**src/rtl/pipeline_hazard_ctrl.sv**
```systemverilog
// Pipeline hazard sequencer for the 5-stage core.
// Decides each cycle whether IF/ID advance, stall or flush, and whether EX
// receives a bubble or is held. It covers three cases: load-use hazards,
// taken-branch redirects and multi-cycle EX operations.
// Control outputs are Mealy (combinational from the current state and inputs).
// State, the performance counters and the sticky timeout flag are registered.
module pipeline_hazard_ctrl #(
  parameter int unsigned FLUSH_LEN    = 2,
  parameter int unsigned BUSY_TIMEOUT = 64,
  parameter int unsigned CNT_W        = 32
) (
  input  logic             clk,
  input  logic             reset,
  input  logic [4:0]       rs1_ID,
  input  logic [4:0]       rs2_ID,
  input  logic             use_rs1_ID,
  input  logic             use_rs2_ID,
  input  logic [4:0]       rd_EX,
  input  logic             rf_wr_en_EX,
  input  logic [2:0]       dm_rd_ctrl_EX,
  input  logic             branch_taken_EX,
  input  logic             ex_busy,
  input  logic             ex_done,
  output logic             stall_IF,
  output logic             stall_ID,
  output logic             flush_ID,
  output logic             bubble_EX,
  output logic             hold_EX,
  output logic             redirect,
  output logic [1:0]       state_o,
  output logic [CNT_W-1:0] stall_cycles,
  output logic [CNT_W-1:0] flush_events,
  output logic             err_timeout
);

  typedef enum logic [1:0] {
    ST_RUN   = 2'b00,
    ST_FLUSH = 2'b01,
    ST_BUSY  = 2'b10
  } state_e;

  // The branch cycle itself is the first squash cycle, so FLUSH holds the rest.
  localparam logic [2:0]       FLUSH_RELOAD = 3'(FLUSH_LEN - 1);
  localparam logic [7:0]       BUSY_LIMIT   = 8'(BUSY_TIMEOUT);
  localparam logic [7:0]       BUSY_SAT     = 8'hFF;
  localparam logic [CNT_W-1:0] CNT_MAX      = {CNT_W{1'b1}};
  localparam logic [CNT_W-1:0] CNT_ONE      = CNT_W'(1'b1);

  state_e     state_r;
  state_e     state_next_s;
  logic [2:0] flush_cnt_r;
  logic [2:0] flush_cnt_next_s;
  logic [7:0] busy_cnt_r;
  logic [7:0] busy_cnt_next_s;
  logic       err_set_s;
  logic       load_use_s;

  // Detect a load in EX whose destination is read by the instruction in ID.
  always_comb begin
    load_use_s = (dm_rd_ctrl_EX != 3'd0) && rf_wr_en_EX && (rd_EX != 5'd0) &&
                 ((use_rs1_ID && (rd_EX == rs1_ID)) || (use_rs2_ID && (rd_EX == rs2_ID)));
  end

  // Next-state and Mealy control decode; everything is forced idle while in reset.
  always_comb begin
    stall_IF         = 1'b0;
    stall_ID         = 1'b0;
    flush_ID         = 1'b0;
    bubble_EX        = 1'b0;
    hold_EX          = 1'b0;
    redirect         = 1'b0;
    err_set_s        = 1'b0;
    state_next_s     = state_r;
    flush_cnt_next_s = flush_cnt_r;
    busy_cnt_next_s  = busy_cnt_r;
    if (!reset) begin
      state_next_s     = ST_RUN;
      flush_cnt_next_s = 3'd0;
      busy_cnt_next_s  = 8'd0;
    end else begin
      case (state_r)
        ST_FLUSH: begin
          // Squashed instructions cannot raise hazards; only a new branch matters.
          flush_ID  = 1'b1;
          bubble_EX = 1'b1;
          if (branch_taken_EX) begin
            redirect         = 1'b1;
            flush_cnt_next_s = FLUSH_RELOAD;
            if (FLUSH_RELOAD == 3'd0) begin
              state_next_s = ST_RUN;
            end else begin
              state_next_s = ST_FLUSH;
            end
          end else if (flush_cnt_r <= 3'd1) begin
            flush_cnt_next_s = 3'd0;
            state_next_s     = ST_RUN;
          end else begin
            flush_cnt_next_s = flush_cnt_r - 3'd1;
            state_next_s     = ST_FLUSH;
          end
        end
        ST_BUSY: begin
          // Hold the front end until the multi-cycle result arrives.
          if (ex_done) begin
            state_next_s    = ST_RUN;
            busy_cnt_next_s = 8'd0;
          end else begin
            stall_IF     = 1'b1;
            stall_ID     = 1'b1;
            hold_EX      = 1'b1;
            state_next_s = ST_BUSY;
            if (busy_cnt_r == BUSY_LIMIT) begin
              err_set_s = 1'b1;
            end else begin
              err_set_s = 1'b0;
            end
            if (busy_cnt_r != BUSY_SAT) begin
              busy_cnt_next_s = busy_cnt_r + 8'd1;
            end else begin
              busy_cnt_next_s = busy_cnt_r;
            end
          end
        end
        default: begin
          // RUN, and the unused encoding 11 which behaves exactly like RUN.
          if (branch_taken_EX) begin
            redirect  = 1'b1;
            flush_ID  = 1'b1;
            bubble_EX = 1'b1;
            if (FLUSH_RELOAD != 3'd0) begin
              state_next_s     = ST_FLUSH;
              flush_cnt_next_s = FLUSH_RELOAD;
            end else begin
              state_next_s     = ST_RUN;
              flush_cnt_next_s = 3'd0;
            end
          end else if (ex_busy) begin
            stall_IF        = 1'b1;
            stall_ID        = 1'b1;
            hold_EX         = 1'b1;
            state_next_s    = ST_BUSY;
            busy_cnt_next_s = 8'd1;
          end else if (load_use_s) begin
            // One bubble suffices: the load moves to MEM and forwarding covers the rest.
            stall_IF     = 1'b1;
            stall_ID     = 1'b1;
            bubble_EX    = 1'b1;
            state_next_s = ST_RUN;
          end else begin
            state_next_s = ST_RUN;
          end
        end
      endcase
    end
  end

  // State and sequencing counters.
  always_ff @(posedge clk) begin
    if (!reset) begin
      state_r     <= ST_RUN;
      flush_cnt_r <= 3'd0;
      busy_cnt_r  <= 8'd0;
    end else begin
      state_r     <= state_next_s;
      flush_cnt_r <= flush_cnt_next_s;
      busy_cnt_r  <= busy_cnt_next_s;
    end
  end

  // Saturating performance counters for stall cycles and redirects.
  always_ff @(posedge clk) begin
    if (!reset) begin
      stall_cycles <= '0;
      flush_events <= '0;
    end else begin
      if (stall_IF && (stall_cycles != CNT_MAX)) begin
        stall_cycles <= stall_cycles + CNT_ONE;
      end else begin
        stall_cycles <= stall_cycles;
      end
      if (redirect && (flush_events != CNT_MAX)) begin
        flush_events <= flush_events + CNT_ONE;
      end else begin
        flush_events <= flush_events;
      end
    end
  end

  // Sticky busy-timeout flag; only reset clears it.
  always_ff @(posedge clk) begin
    if (!reset) begin
      err_timeout <= 1'b0;
    end else begin
      err_timeout <= err_timeout | err_set_s;
    end
  end

  assign state_o = state_r;

endmodule

```
**config.mk**
```make
export PLATFORM = sky130hd
export DESIGN_NAME = pipeline_hazard_ctrl
export DESIGN_NICKNAME = d
export VERILOG_FILES = /design/src/rtl/pipeline_hazard_ctrl.sv
export SDC_FILE = /design/constraint.sdc
export NUM_CORES = 1
export LEC_CHECK = 0
export CORE_UTILIZATION = 35
export DETAILED_ROUTE_END_ITERATION = 8
export HOLD_SLACK_MARGIN = 0.08
export PLACE_DENSITY_LB_ADDON = 0.08
export SKIP_CTS_REPAIR_TIMING = 1
export SLEW_MARGIN = 20
export SYNTH_ARGS = -nofsm -noshare
export SYNTH_HDL_FRONTEND = slang
export SYNTH_SLANG_ARGS = --single-unit
```
**constraint.sdc**
```tcl
create_clock -name clk -period 5.2 [get_ports clk]
set_input_delay 0.78 -clock clk [delete_from_list [all_inputs] [get_ports clk]]
set_output_delay 0.78 -clock clk [all_outputs]
set_load 0.02 [all_outputs]
```
==> impl_metrics.tcl <==
set metrics [dict create \
    portBuffers 98 \
    grt_usage_pct 17.3 \
    cp_max_fo 3 \
    hold_viol_final 0 \
    synth_edf_count 0 \
    critPathSlowestCell "clkdlybuf4s50_1" \
    row_count 38 \
    min_period_over_period_pct 78.6 \
    viasPerCell 5.25 \
    overflow 0 \
    ir_worst_vdd_mv 0.155 \
    die_h_um 109 \
    wl_met1_um 4770 \
    hold_class "flop to flop" \
    grt_pass1_wl_um 16200 \
    critPathCaptureType "primary output" \
    seqPwrFrac_pct 46.9 \
    p_leak_nw 1.70 \
    path_common_cell "clkdlybuf4s50_1" \
    clk_path_buf_depth 2 \
    postRouteWirelength_um 9800 \
    path_cells "clkdlybuf4s50_1 -> xor2_1 -> nor4_1 -> a22oi_1 -> or3b_2 -> a31oi_1 -> clkdlybuf4s50_1" \
    dr.max_layer_used "met4" \
    routed-via-count 3742 \
    wl_met2_um 4560 \
    fin_area_um2 5330 \
    initial_core_util_pct 36.3 \
    drive_gt1_share_pct 4.01 \
    seq_area_frac_synth_pct 39.2 \
    pwr-share-comb_pct 7.5 \
    cts.clk_slew.worst_paths_ns 0.06 \
    maxCapViolCount 0 \
    drt-pass1-iter-count 4 \
    pwr-share-clk_pct 45.6 \
    synthArstFlopShare_pct 0 \
    status "complete, no violations" \
    synth_area_per_cell_um2 8.30 \
    cts_tree "done" \
    synthCells 480 \
    clk_latency_ns 0.33 \
    switching_share_pct 22.4 \
    drc_errors 0 \
    yosys_most_used_dff "dfxtp_1" \
    slowest_delay_ns 0.63 \
    place_hpwl_um 6720 \
    syn_area_um2 3980 \
    gp_congestion 0.772 \
    drt_iter0_drc 154 \
    fin_setup_tns_ns 0 \
    chipWidth_um 109 \
    htree_num_levels 3 \
    antenna_found_initial 0 \
    worst_pin_slew_ns 0.793 \
    ff2ff_setup_slack_ns 2.24 \
    ant_nets 0 \
    cts_buffers 9 \
    clock_skew_ns 0.00509 \
    clock-root-buffer "clkbuf_16" \
    area_delta_synth_final_pct 33.9 \
    p_int_mw 1.00 \
    grt_pass1_vias 3413 \
    ys_ff_latch 78 \
    cp.arrival_ns 3.30 \
    rsz0062_at_grt "no" \
    n_antenna_cell 0 \
    yosysWarnings 0 \
    relSlewSlack_pct 46.9 \
    required_ns 4.42 \
    core_um2 11000 \
    critPathLaunchType "input port" \
    clock_sinks 78 \
    synth_cell_types 50 \
    min_period_ns 4.08 \
    slew_violations 0 \
    fmax_mhz 245 \
    synth_nets 514 \
    grt_max_degree 61 \
    final_common_cell "clkdlybuf4s50_1" \
    place_area_um2 5050 \
    finalSetupViolations 0 \
    final_util_pct 48.6 \
    powerDensity_nw_per_um2 243 \
    num_io_pins 99 \
    final_cell_mix "clkdlybuf4s50_1 (98), dfxtp_1 (78), nor2_1 (52)" \
    dieArea_um2 11800 \
    route.met3.wl_um 337 \
    wire_per_inst_um 13.7 \
    final_nets 604 \
    p_switching_uw 291 \
    path_class "input port to primary output" \
]
-- kinds of logic (layout without fill, tap and decap cells) --
| group | Yosys count | after routing | synth area share [%] |
|---|---|---|---|
| and+or+nand+nor | 214 | 214 | 28.5 |
| xor gates and xnor gates | 40 | 40 | 8.79 |
| adders and majority gates | 8 | 8 | 2.51 |
| buffers and inverters | 39 | 132 | 4.37 |
| AOI/OAI and AO/OA | 93 | 93 | 14.6 |
| muxes | 8 | 8 | 2.01 |
| DFF | 78 | 78 | 39.2 |
-- final timing paths --
| kind | start | to | cells past startpoint |
|---|---|---|---|
| min | err_timeout | err_timeout | 2 |
| max | rd_EX[3] | bubble_EX | 7 |
| max reg2reg | state_o[0] | stall_cycles[25] | 9 |
| min reg2reg | err_timeout | err_timeout | 2 |
-- state kept, by name (all words and copies together), names as in the netlist --
register      cells
flush_cnt_r       3
state_o           2
flush_events     32
stall_cycles     32
busy_cnt_r        8
err_timeout       1
-- critical path, delay by kind of cell --
kind                      cells  cell delay (ns)
buffers and inverters         2             1.10
and+or+nand+nor               2             0.89
AOI/OAI and AO/OA             2             0.35
xor gates and xnor gates      1             0.19
-- synth_stat cells (2+ instances only) --
master     n  area (um2)
inv_1     16        60.1
nor2_1    52         195
a21oi_1   36         180
o211ai_1   5        37.5
o21ai_0   17        85.1
or4_1     18         135
nand2_1   33         124
ha_1       8         100
nor3_1    11        55.1
buf_2      4        20.0
nand4_1   22         138
a31oi_1    3        18.8
and3_1     6        37.5
and2_1     5        31.3
xor2_1    26         228
clkbuf_1  13        48.8
nor4_1     9        56.3
nand3_1   23         115
xnor2_1   14         123
or3_1     14        87.6
and4_1     7        61.3
mux2i_1    8        80.1
buf_4      2        15.0
dfxtp_1   78        1560
nand2b_1   5        31.3
o31a_1     2        17.5
o31ai_1   18         135
or2_2      2        12.5
buf_6      2        22.5
-- routing by layer --
layer  GRT usage, %  vias up
li1               -     1938
met1           21.9     1738
met2           28.4       56
met3           4.06       10
met4           6.66        0
met5              0        -
-- power by group through the flow --
| stage | Clock (mW) | Combinational [mW] | Sequential [mW] |
|---|---|---|---|
| after detailed placement | 0 | 0.0969 | 0.620 |
| after CTS | 0.611 | 0.0976 | 0.607 |
| after global placement | 0 | 0.0961 | 0.620 |
| final | 0.591 | 0.0968 | 0.607 |
| after global routing | 0.633 | 0.107 | 0.607 |
| after floorplan | 0 | 0.0498 | 0.622 |
-- area by class of cell --
cell class | count | area (um2)
clock inverter | 1 | 5.00
clock buffer | 13 | 270
multi-input combinational | 363 | 2250
fill | 1084 | 5650
tap | 140 | 175
timing repair buffer | 101 | 1000
inverter | 17 | 63.8
sequential | 78 | 1560
-- through the flow --
step | total power, mW | setup slack [ns] | hold WS [ns] | instances
2_1_floorplan | 0.672 | 2.13 | 0.467 | 480
3_3_place_gp | 0.716 | 1.14 | 0.466 | 699
3_5_place_dp | 0.717 | 1.10 | 0.474 | 699
4_1_cts | 1.32 | 1.11 | 0.487 | 713
5_1_grt | 1.35 | 0.953 | 0.504 | 713
6_report | 1.29 | 1.12 | 0.472 | 713
No activity file was read; power rests on OpenSTA's default activity.
